<file path="config.mk">
export PLATFORM = sky130hd
export DESIGN_NAME = best_neighbor_scan
export DESIGN_NICKNAME = d
export VERILOG_FILES = /design/src/rtl/best_nbr_pkg.sv /design/src/rtl/nbr_better_cmp.sv /design/src/rtl/best_neighbor_scan.sv
export SDC_FILE = /design/constraint.sdc
export NUM_CORES = 1
export LEC_CHECK = 0
export ABC_CLOCK_PERIOD_IN_PS = 3500
export CORE_ASPECT_RATIO = 0.5
export CORE_MARGIN = 10
export CORE_UTILIZATION = 53
export CTS_BUF_LIST = sky130_fd_sc_hd__clkbuf_8
export DETAILED_ROUTE_END_ITERATION = 12
export HOLD_SLACK_MARGIN = 0.15
export PLACE_DENSITY_LB_ADDON = 0.3
export SETUP_SLACK_MARGIN = 0.1
export SLEW_MARGIN = 20
export SYNTH_ARGS = -nofsm -noshare
export SYNTH_HDL_FRONTEND = slang
export SYNTH_SLANG_ARGS = --single-unit
</file>
<file path="constraint.sdc">
create_clock -name clock -period 3.5 [get_ports clock]
set_input_delay 0.7 -clock clock [delete_from_list [all_inputs] [get_ports clock]]
set_output_delay 0.7 -clock clock [all_outputs]
set_load 0.01 [all_outputs]
</file>
<file path="src/rtl/best_nbr_pkg.sv">
// -----------------------------------------------------------------------------
// best_nbr_pkg
// Shared definitions for the best-neighbour table scanner.
//   - state_e     : scanner FSM state encoding
//   - MODE_*      : ordering selectors (Q-first / hops-first)
//   - CNT_OFS     : offset of the count word from the table base address
//   - ENTRY_WORDS : words per table entry ({ID, hops, Q})
// No ports (package).
// -----------------------------------------------------------------------------
package best_nbr_pkg;

  typedef enum logic [3:0] {
    ST_IDLE    = 4'd0,
    ST_RD_CNT  = 4'd1,
    ST_CAP_CNT = 4'd2,
    ST_RD_ID   = 4'd3,
    ST_CAP_ID  = 4'd4,
    ST_RD_HOP  = 4'd5,
    ST_CAP_HOP = 4'd6,
    ST_RD_Q    = 4'd7,
    ST_CAP_Q   = 4'd8,
    ST_CMP     = 4'd9,
    ST_DONE    = 4'd10
  } state_e;

  localparam logic MODE_QFIRST = 1'b0;
  localparam logic MODE_HFIRST = 1'b1;

  // Table layout: [base+CNT_OFS] = count, then count x {ID, hops, Q}.
  localparam int CNT_OFS     = 0;
  localparam int ENTRY_WORDS = 3;

endpackage

</file>
<file path="src/rtl/nbr_better_cmp.sv">
// -----------------------------------------------------------------------------
// nbr_better_cmp
// Combinational "strictly better" test of a candidate (Q, hops) against a
// reference (Q, hops). All compares are unsigned over the full width.
//   mode   : MODE_QFIRST -> higher Q wins, fewer hops breaks a Q tie
//            MODE_HFIRST -> fewer hops wins, higher Q breaks a hops tie
//   better : 1 when the candidate strictly beats the reference; a full tie
//            returns 0 so the earlier entry is kept.
// Ports: mode, cand_q, cand_h, ref_q, ref_h (in); better (out).
// -----------------------------------------------------------------------------
module nbr_better_cmp
  import best_nbr_pkg::*;
#(
  parameter int WORD_W = 16
) (
  input  logic              mode,
  input  logic [WORD_W-1:0] cand_q,
  input  logic [WORD_W-1:0] cand_h,
  input  logic [WORD_W-1:0] ref_q,
  input  logic [WORD_W-1:0] ref_h,
  output logic              better
);

  logic q_gt;
  logic q_eq;
  logic h_lt;
  logic h_eq;

  always_comb begin
    q_gt = (cand_q > ref_q);
    q_eq = (cand_q == ref_q);
    h_lt = (cand_h < ref_h);
    h_eq = (cand_h == ref_h);
    if (mode == MODE_QFIRST) begin
      better = q_gt | (q_eq & h_lt);
    end else begin
      better = h_lt | (h_eq & q_gt);
    end
  end

endmodule

</file>
<file path="src/rtl/best_neighbor_scan.sv">
// -----------------------------------------------------------------------------
// best_neighbor_scan
// On start, walks a neighbour table in node memory (count word followed by
// {ID, hops, Q} triplets) and reports the neighbour that best beats the node's
// own (Q, hops) baseline under the selected ordering.
//
// Memory handshake: every RD_x state drives rd_en=1 with address=pointer; the
// read data is valid on data_in in the following CAP_x state, which captures it
// and advances the pointer. There is no backpressure: memory must answer in
// exactly one cycle.
//
// Ports:
//   clock, nrst          : clock (rising edge), async active-low reset
//   en                   : block enable, low aborts to IDLE without done
//   start, mode          : scan request (IDLE only), ordering select
//   base_addr            : address of the count word
//   node_id              : own ID, matching entries are skipped
//   my_best_q, my_best_h : comparison baseline
//   data_in              : memory read data
//   address, rd_en       : memory read port
//   busy, done           : status, done is a one-cycle pulse
//   best_*               : winning neighbour (held until the next start)
//   nbr_count            : entries scanned after clamping to MAX_NBRS
//   cnt_clamped          : table count exceeded MAX_NBRS
// Optional (macro BEST_NBR_SECOND_EN): second_valid/second_nbr_id/second_hop/
//   second_q report the runner-up under the same ordering.
// -----------------------------------------------------------------------------
module best_neighbor_scan
  import best_nbr_pkg::*;
#(
  parameter int WORD_W   = 16,
  parameter int ADDR_W   = 11,
  parameter int MAX_NBRS = 32
) (
  input  logic                        clock,
  input  logic                        nrst,
  input  logic                        en,
  input  logic                        start,
  input  logic                        mode,
  input  logic [ADDR_W-1:0]           base_addr,
  input  logic [WORD_W-1:0]           node_id,
  input  logic [WORD_W-1:0]           my_best_q,
  input  logic [WORD_W-1:0]           my_best_h,
  input  logic [WORD_W-1:0]           data_in,
  output logic [ADDR_W-1:0]           address,
  output logic                        rd_en,
  output logic                        busy,
  output logic                        done,
  output logic                        best_valid,
  output logic [WORD_W-1:0]           best_nbr_id,
  output logic [WORD_W-1:0]           best_hop,
  output logic [WORD_W-1:0]           best_q,
  output logic [$clog2(MAX_NBRS):0]   nbr_count,
  output logic                        cnt_clamped
`ifdef BEST_NBR_SECOND_EN
  ,
  output logic                        second_valid,
  output logic [WORD_W-1:0]           second_nbr_id,
  output logic [WORD_W-1:0]           second_hop,
  output logic [WORD_W-1:0]           second_q
`endif
);

  localparam int CNT_W = $clog2(MAX_NBRS) + 1;

  state_e              state_q, state_d;
  logic [ADDR_W-1:0]   ptr_q, ptr_d;
  logic [ADDR_W-1:0]   last_addr_q, last_addr_d;
  logic                mode_q, mode_d;
  logic [WORD_W-1:0]   node_id_q, node_id_d;
  logic [CNT_W-1:0]    idx_q, idx_d;
  logic [CNT_W-1:0]    count_q, count_d;
  logic                clamped_q, clamped_d;
  logic [WORD_W-1:0]   cand_id_q, cand_id_d;
  logic [WORD_W-1:0]   cand_h_q, cand_h_d;
  logic [WORD_W-1:0]   cand_q_q, cand_q_d;
  logic                best_valid_q, best_valid_d;
  logic [WORD_W-1:0]   best_id_q, best_id_d;
  logic [WORD_W-1:0]   best_h_q, best_h_d;
  logic [WORD_W-1:0]   best_qv_q, best_qv_d;
  logic                beats_best;
  logic                in_rd;

`ifdef BEST_NBR_SECOND_EN
  logic                sec_valid_q, sec_valid_d;
  logic [WORD_W-1:0]   sec_id_q, sec_id_d;
  logic [WORD_W-1:0]   sec_h_q, sec_h_d;
  logic [WORD_W-1:0]   sec_qv_q, sec_qv_d;
  logic                beats_second;

  nbr_better_cmp #(.WORD_W(WORD_W)) u_cmp_second (
    .mode   (mode_q),
    .cand_q (cand_q_q),
    .cand_h (cand_h_q),
    .ref_q  (sec_qv_q),
    .ref_h  (sec_h_q),
    .better (beats_second)
  );
`endif

  nbr_better_cmp #(.WORD_W(WORD_W)) u_cmp_best (
    .mode   (mode_q),
    .cand_q (cand_q_q),
    .cand_h (cand_h_q),
    .ref_q  (best_qv_q),
    .ref_h  (best_h_q),
    .better (beats_best)
  );

  // Read strobe and address are pure functions of the state register; the
  // address holds its last driven value outside the read states.
  always_comb begin
    in_rd = (state_q == ST_RD_CNT) || (state_q == ST_RD_ID) ||
            (state_q == ST_RD_HOP) || (state_q == ST_RD_Q);
    rd_en   = in_rd;
    address = in_rd ? ptr_q : last_addr_q;
    busy    = (state_q != ST_IDLE);
    done    = (state_q == ST_DONE);
  end

  always_comb begin
    state_d      = state_q;
    ptr_d        = ptr_q;
    last_addr_d  = in_rd ? ptr_q : last_addr_q;
    mode_d       = mode_q;
    node_id_d    = node_id_q;
    idx_d        = idx_q;
    count_d      = count_q;
    clamped_d    = clamped_q;
    cand_id_d    = cand_id_q;
    cand_h_d     = cand_h_q;
    cand_q_d     = cand_q_q;
    best_valid_d = best_valid_q;
    best_id_d    = best_id_q;
    best_h_d     = best_h_q;
    best_qv_d    = best_qv_q;
`ifdef BEST_NBR_SECOND_EN
    sec_valid_d  = sec_valid_q;
    sec_id_d     = sec_id_q;
    sec_h_d      = sec_h_q;
    sec_qv_d     = sec_qv_q;
`endif

    if (!en) begin
      // Abort: back to IDLE with all results frozen and no done pulse.
      state_d = ST_IDLE;
    end else begin
      case (state_q)
        ST_IDLE: begin
          if (start) begin
            mode_d       = mode;
            ptr_d        = base_addr + ADDR_W'(CNT_OFS);
            node_id_d    = node_id;
            idx_d        = '0;
            best_valid_d = 1'b0;
            best_id_d    = '0;
            best_h_d     = my_best_h;
            best_qv_d    = my_best_q;
`ifdef BEST_NBR_SECOND_EN
            sec_valid_d  = 1'b0;
            sec_id_d     = '0;
            sec_h_d      = '0;
            sec_qv_d     = '0;
`endif
            state_d      = ST_RD_CNT;
          end
        end
        ST_RD_CNT: state_d = ST_CAP_CNT;
        ST_CAP_CNT: begin
          ptr_d = ptr_q + ADDR_W'(1);
          if (data_in > WORD_W'(MAX_NBRS)) begin
            count_d   = CNT_W'(MAX_NBRS);
            clamped_d = 1'b1;
          end else begin
            count_d   = data_in[CNT_W-1:0];
            clamped_d = 1'b0;
          end
          state_d = (data_in == '0) ? ST_DONE : ST_RD_ID;
        end
        ST_RD_ID: state_d = ST_CAP_ID;
        ST_CAP_ID: begin
          cand_id_d = data_in;
          ptr_d     = ptr_q + ADDR_W'(1);
          state_d   = ST_RD_HOP;
        end
        ST_RD_HOP: state_d = ST_CAP_HOP;
        ST_CAP_HOP: begin
          cand_h_d = data_in;
          ptr_d    = ptr_q + ADDR_W'(1);
          state_d  = ST_RD_Q;
        end
        ST_RD_Q: state_d = ST_CAP_Q;
        ST_CAP_Q: begin
          cand_q_d = data_in;
          ptr_d    = ptr_q + ADDR_W'(1);
          state_d  = ST_CMP;
        end
        ST_CMP: begin
          if (cand_id_q != node_id_q) begin
            if (beats_best) begin
`ifdef BEST_NBR_SECOND_EN
              // The displaced best (possibly the baseline, flagged invalid)
              // becomes the runner-up.
              sec_valid_d = best_valid_q;
              sec_id_d    = best_id_q;
              sec_h_d     = best_h_q;
              sec_qv_d    = best_qv_q;
`endif
              best_valid_d = 1'b1;
              best_id_d    = cand_id_q;
              best_h_d     = cand_h_q;
              best_qv_d    = cand_q_q;
            end
`ifdef BEST_NBR_SECOND_EN
            // An empty runner-up slot is filled by any non-winning neighbour.
            else if (!sec_valid_q || beats_second) begin
              sec_valid_d = 1'b1;
              sec_id_d    = cand_id_q;
              sec_h_d     = cand_h_q;
              sec_qv_d    = cand_q_q;
            end
`endif
          end
          idx_d   = idx_q + CNT_W'(1);
          state_d = (idx_d == count_q) ? ST_DONE : ST_RD_ID;
        end
        ST_DONE: state_d = ST_IDLE;
        default: state_d = ST_IDLE;
      endcase
    end
  end

  always_ff @(posedge clock or negedge nrst) begin
    if (!nrst) begin
      state_q      <= ST_IDLE;
      ptr_q        <= '0;
      last_addr_q  <= '0;
      mode_q       <= 1'b0;
      node_id_q    <= '0;
      idx_q        <= '0;
      count_q      <= '0;
      clamped_q    <= 1'b0;
      cand_id_q    <= '0;
      cand_h_q     <= '0;
      cand_q_q     <= '0;
      best_valid_q <= 1'b0;
      best_id_q    <= '0;
      best_h_q     <= '0;
      best_qv_q    <= '0;
`ifdef BEST_NBR_SECOND_EN
      sec_valid_q  <= 1'b0;
      sec_id_q     <= '0;
      sec_h_q      <= '0;
      sec_qv_q     <= '0;
`endif
    end else begin
      state_q      <= state_d;
      ptr_q        <= ptr_d;
      last_addr_q  <= last_addr_d;
      mode_q       <= mode_d;
      node_id_q    <= node_id_d;
      idx_q        <= idx_d;
      count_q      <= count_d;
      clamped_q    <= clamped_d;
      cand_id_q    <= cand_id_d;
      cand_h_q     <= cand_h_d;
      cand_q_q     <= cand_q_d;
      best_valid_q <= best_valid_d;
      best_id_q    <= best_id_d;
      best_h_q     <= best_h_d;
      best_qv_q    <= best_qv_d;
`ifdef BEST_NBR_SECOND_EN
      sec_valid_q  <= sec_valid_d;
      sec_id_q     <= sec_id_d;
      sec_h_q      <= sec_h_d;
      sec_qv_q     <= sec_qv_d;
`endif
    end
  end

  assign best_valid  = best_valid_q;
  assign best_nbr_id = best_id_q;
  assign best_hop    = best_h_q;
  assign best_q      = best_qv_q;
  assign nbr_count   = count_q;
  assign cnt_clamped = clamped_q;
`ifdef BEST_NBR_SECOND_EN
  assign second_valid  = sec_valid_q;
  assign second_nbr_id = sec_id_q;
  assign second_hop    = sec_h_q;
  assign second_q      = sec_qv_q;
`endif

endmodule

</file>
Word level (Yosys, flattened, before mapping)
Index checks and enable logic that the tools add are counted.
W data, S select, Z words.

storage, ports and cells
  input port bits = 80
  word-level logic and storage cells = 88
  register bits after elaboration = 153

cells by class
  magnitude comparators = 3
  bitwise logic cells = 4
  reduce and logical (&&, ||, !) cells = 17
  add/subtract/negate cells = 2
  equality and inequality tests = 18
  mux-type cells = 29

operator list
  operator                 count
  $mux W16                 9
  $pmux W16 S2             3
  $pmux W4 S10             1
  $eq A16 B16 Y1           2
  $mux W11                 2
  $pmux W11 S2             1
  $eq A4 B3 Y1 const B     4
  $gt A16 B16 Y1           1
  $gt A16 B6 Y1 const B    1
  $logic_not A16 Y1        1
  $lt A16 B16 Y1           1
  $mux W4                  4
  $ne A16 B16 Y1           1
  $eq A4 B4 Y1 const B     3
  $mux W6                  2
  $pmux W6 S2              1
  $add A11 B1 Y11 const B  1
  $reduce_and A3 Y1        3
  $eq A4 B2 Y1 const B     2
  $reduce_and A2 Y1        4
  $add A6 B1 Y6 const B    1
  $eq A6 B6 Y1             1
  $ne A2 B2 Y1 const B     3
  $mux W1                  5
  other kinds (11)         16

Depth between registers and ports, before layout
  depth in word-level cells = 7
  depth in mapped cells = 12

Modules after synthesis
From an unflattened synthesis, not the netlist that was laid out.

second synthesis, totals
  cell total of the unflattened synthesis = 714
  area total of the unflattened synthesis = 7,915.1 µm²

modules (own cells, without submodules)
  module              area each (µm²)  sequential area each (µm²)  instances  cells each
  best_neighbor_scan  7,103.1          3,828.7                     1          602
  nbr_better_cmp      812.0            0.0                         1          112

Worst setup path after synthesis
OpenSTA, ideal clock, no wires.

  path kind = flip-flop to flip-flop
  start = reg best_qv_q[11], in the netlist best_q[11]
  end = reg best_h_q[10], in the netlist best_hop[10]
  required time = 3.374 ns
  period minus slack after synthesis = 3.131 ns
  stages on the path, launching flop included = 12
  arrival time = 3.005 ns
  path buffers = 2
  setup slack = 0.369 ns
  path through = dfrtp_1 > inv_1 > ha_1 > nand4_1 > or4_1 > a221o_1 > or4_1 > a21oi_2 > o22ai_1 > buf_6 > buf_6 > a221o_1

on the way
  longest elaborated chain between the ends = 6

RTL lines
  what                                                     RTL line                                    text
  start, declared                                          best_neighbor_scan.sv:80                    logic [WORD_W-1:0] best_qv_q, best_qv_d;
  start signal, assigned                                   best_neighbor_scan.sv:271                   best_qv_q <= best_qv_d;
  $gt A16 B16 Y1 / $eq A16 B16 Y1 (equally long branches)  nbr_better_cmp.sv:30, nbr_better_cmp.sv:31
  $and A1 B1 Y1 (on tied branches)                         nbr_better_cmp.sv:37, nbr_better_cmp.sv:35
  $or A1 B1 Y1 (on tied branches)                          nbr_better_cmp.sv:37, nbr_better_cmp.sv:35
  $mux W1 (*)                                              nbr_better_cmp.sv:34                        if (mode == MODE_QFIRST) begin
  $ne A2 B2 Y1 (no line) (*)                               n/a
  $reduce_and A5 Y1 (no line) (*)                          n/a
  end signal, assigned                                     best_neighbor_scan.sv:270                   best_h_q <= best_h_d;
  end, declared                                            best_neighbor_scan.sv:79                    logic [WORD_W-1:0] best_h_q, best_h_d;

Mark *: on every way between the ends. The rest lies on a longest branch, timed or not.
A chain may end at the register's enable or synchronous reset.

Worst setup path in the final report
  start = reg best_qv_q[3], in the netlist best_q[3]
  end = reg best_h_q[0], in the netlist best_hop[0]

The elaborated chain is that of the path after synthesis.

==> flow_metrics.py <==
metrics = {
    "clock_tree": {
        "cts_buffers": 17,
        "cts_htree_levels": 4,
        "clkTransAtPathRegs_ps": 100,
        "cts_max_path_buffers": 2,
        "clkSinkCount": 153,
        "cts_tree": "built",
        "clock_latency_ps": 450,
        "cts-root-buf": "clkbuf_8",
    },
    "worst_setup_path": {
        "cp_data_required_time_ps": 3830,
        "regToRegEndpoint": "best_hop[0]",
        "reg2reg_depth": 10,
        "end_kind": "flip-flop",
        "crit_family": "simple AND/OR/NAND/NOR gates",
        "slowest_stage": "or4_4",
        "rr_startpoint": "best_q[3]",
        "critPathKind": "reg2reg",
        "critPathMaxFanout": 5,
        "cp.arrival_ps": 3720,
        "cpPeakStageDelay_ps": 590,
        "r2r_setup_slack_ps": 100,
        "crit_chain": "inv_2 -> ha_4 -> nand4_1 -> or4_4 -> a221o_1 -> or4_4 -> a21oi_4 -> o22ai_4 -> clkbuf_16 -> a221o_1",
        "crit_path_start_kind": "flip-flop",
        "path_buf_inv": 2,
    },
    "place": {
        "post-dp-hpwl_um": 14600,
        "finalWeightedCongestion": 0.835,
        "port_buffers": 149,
        "dp_slack_ps": 132,
        "dpl_cell_area_mm2": 0.00918,
    },
    "timing": {
        "skew_ps": 18.3,
        "slew_headroom": 0.481,
        "finalSetupTns_ps": 0,
        "finalHoldViolCount": 0,
        "rsz0062_at_grt": "true",
        "worst_slack_ps": 102,
        "period_share": 0.971,
        "finalSetupViolCount": 0,
        "maxSlewViolCount": 0,
        "fin_crit_ps": 3400,
        "max_freq_mhz": 294,
        "worstMarginPinSlew_ps": 774,
    },
    "grt": {
        "grt_pass1_vias": 5846,
        "grt.total_usage": 0.204,
        "grt.overflow.total": 0,
        "antenna_found_initial": 0,
        "grt_pass1_wl_um": 32000,
        "grt_max_degree": 69,
    },
    "floorplanning": {
        "die_w_um": 187,
        "core-area_mm2": 0.0136,
        "die_height_um": 104,
        "dieArea_mm2": 0.0194,
        "initial_core_util": 0.544,
        "io-pin-count": 150,
        "rows": 30,
    },
    "synth": {
        "ys_async_sr_fraction": 1.00,
        "synth_seq_area_share": 0.516,
        "synth_edf_count": 0,
        "syn_nets": 753,
        "synthCells": 639,
        "syn_area_mm2": 0.00741,
        "ys.flop_type": "dfrtp_1",
        "ys_ff_latch": 153,
        "yosysWarnings": 0,
        "yosysUniqueCellTypes": 49,
        "avgSynthCellArea_um2": 11.6,
    },
    "route": {
        "vias": 5867,
        "vias_per_cell": 5.76,
        "wire_per_inst_um": 20.6,
        "first_pass_iters": 5,
        "routed_wl_um": 21000,
        "ant_nets": 0,
        "drc": 0,
        "drtIter0Drc": 582,
    },
    "final_layout": {
        "area.growth.synth_to_final_pct": 33.3,
        "n_fill_cell": 938,
        "multi_input_area_mm2": 0.00339,
        "diodes": 0,
        "fin_area_mm2": 0.00988,
        "drive_above_1_share": 0.190,
        "layout_commonest_cell": "dfrtp_1",
        "layout_common_cells": "dfrtp_1, clkdlybuf4s50_1, mux2_2, inv_1, a221o_1",
        "fin_util": 0.725,
        "final_nets": 927,
        "register_area_mm2": 0.00383,
    },
    "flow_run": {
        "maxCapViolCount": 0,
    },
    "power": {
        "p_leak_nw": 4.44,
        "power_density_mw_per_mm2": 598,
        "max-vdd-ir-drop_mv": 0.280,
        "power_mw": 5.91,
    },
    "worst_hold_path": {
        "hold_class": "in2async",
    },
    "outcome": {
        "status": "finished, final reports clean",
    },
}
==> worst register-to-register path, stage by stage (launching register included) <==
cell and delay [ps]:
dfrtp_1 410, inv_2 70, ha_4 270, nand4_1 150
or4_4 590, a221o_1 340, or4_4 500, a21oi_4 240
o22ai_4 190, clkbuf_16 220, a221o_1 300
==> final cells by class <==
class / count / area share
Multi-Input combinational cell: 418 / 0.343
Tap cell: 192 / 0.0243
Clock inverter: 15 / 0.0180
Timing Repair Buffer: 184 / 0.189
Clock buffer: 17 / 0.0237
Inverter: 39 / 0.0148
Sequential cell: 153 / 0.387
==> cells by family (layout without fill, tap and decap cells) <==
logic type               count (synthesis)  count (layout)  synth area share
buffers and inverters                   69             255            0.0395
XOR/XNOR                                27              27            0.0338
AO/OA/AOI/OAI                          128             129             0.128
adder cells (fa/ha/maj)                 34              34            0.0574
flip-flops                             153             153             0.516
multiplexers                            75              75             0.114
AND/OR/NAND/NOR                        153             153             0.112
==> cells in the mapped netlist (2+ instances only) <==
master | n | area share
nand4_1 | 13 | 0.011
inv_1 | 39 | 0.020
and3_1 | 3 | 0.0025
a22o_1 | 23 | 0.027
mux2_2 | 73 | 0.11
nand4b_1 | 2 | 0.0024
o21ai_0 | 21 | 0.014
nor2_1 | 19 | 0.0096
nand2b_1 | 3 | 0.0025
buf_2 | 6 | 0.0041
nor3_1 | 7 | 0.0047
buf_6 | 3 | 0.0046
and2_1 | 34 | 0.029
xnor2_1 | 20 | 0.024
xor2_1 | 6 | 0.0071
or4_1 | 3 | 0.0030
clkbuf_1 | 19 | 0.0096
nand2_1 | 30 | 0.015
nor2b_1 | 6 | 0.0051
ha_1 | 34 | 0.057
a21o_1 | 3 | 0.0030
nor4_1 | 6 | 0.0051
a221o_1 | 34 | 0.046
a211oi_1 | 3 | 0.0030
o211ai_1 | 2 | 0.0020
mux2i_1 | 2 | 0.0027
nand3b_1 | 2 | 0.0020
nand3_1 | 17 | 0.011
dfrtp_1 | 153 | 0.52
a21oi_1 | 30 | 0.020
a2111oi_0 | 2 | 0.0024
o22ai_1 | 4 | 0.0034
==> layer usage <==
metal	track usage	routed length, µm	share of wire
met2	0.327	10100	0.48
met5	0	0	0
met4	0.0612	237	0.011
met1	0.270	9220	0.44
met3	0.0438	1460	0.069
==> state kept, by name, indices dropped and copies added, names as in the netlist, 16 cells and up <==
signal       cells
node_id_q       16
best_q          16
cand_id_q       16
best_nbr_id     16
cand_h_q        16
best_hop        16
cand_q_q        16
==> how the worst max path moves through the flow <==
stage	startpoint	to	slack, ps	cells past startpoint
2_1_floorplan	best_q[11]	best_hop[10]	370	11
3_3_place_gp	best_q[7]	best_hop[14]	270	10
3_5_place_dp	best_q[7]	best_q[1]	130	10
4_1_cts	best_q[7]	best_q[7]	120	10
5_1_grt	best_q[3]	best_hop[0]	20	10
6_report	best_q[3]	best_hop[0]	100	10
==> metrics by stage <==
step	cells	hold WS, ps
6_report	1018	249
2_1_floorplan	639	404
5_1_grt	1018	276
4_1_cts	997	257
3_5_place_dp	965	483
3_3_place_gp	965	481
==> report_power, final <==
group          switching, mW  internal, mW  total (mW)
Clock                  0.758         0.664        1.42
Combinational          0.835          1.09        1.93
Sequential             0.374          2.18        2.56
Total                   1.97          3.94        5.91
==> repair_timing <==
action                                  4_1_cts  5_1_grt
hold buffers                                  0        0
endpoints found under the setup margin        0       37
resized for setup                             0        9
buffers inserted                              0       15
No activity file was read; power rests on OpenSTA's default activity.
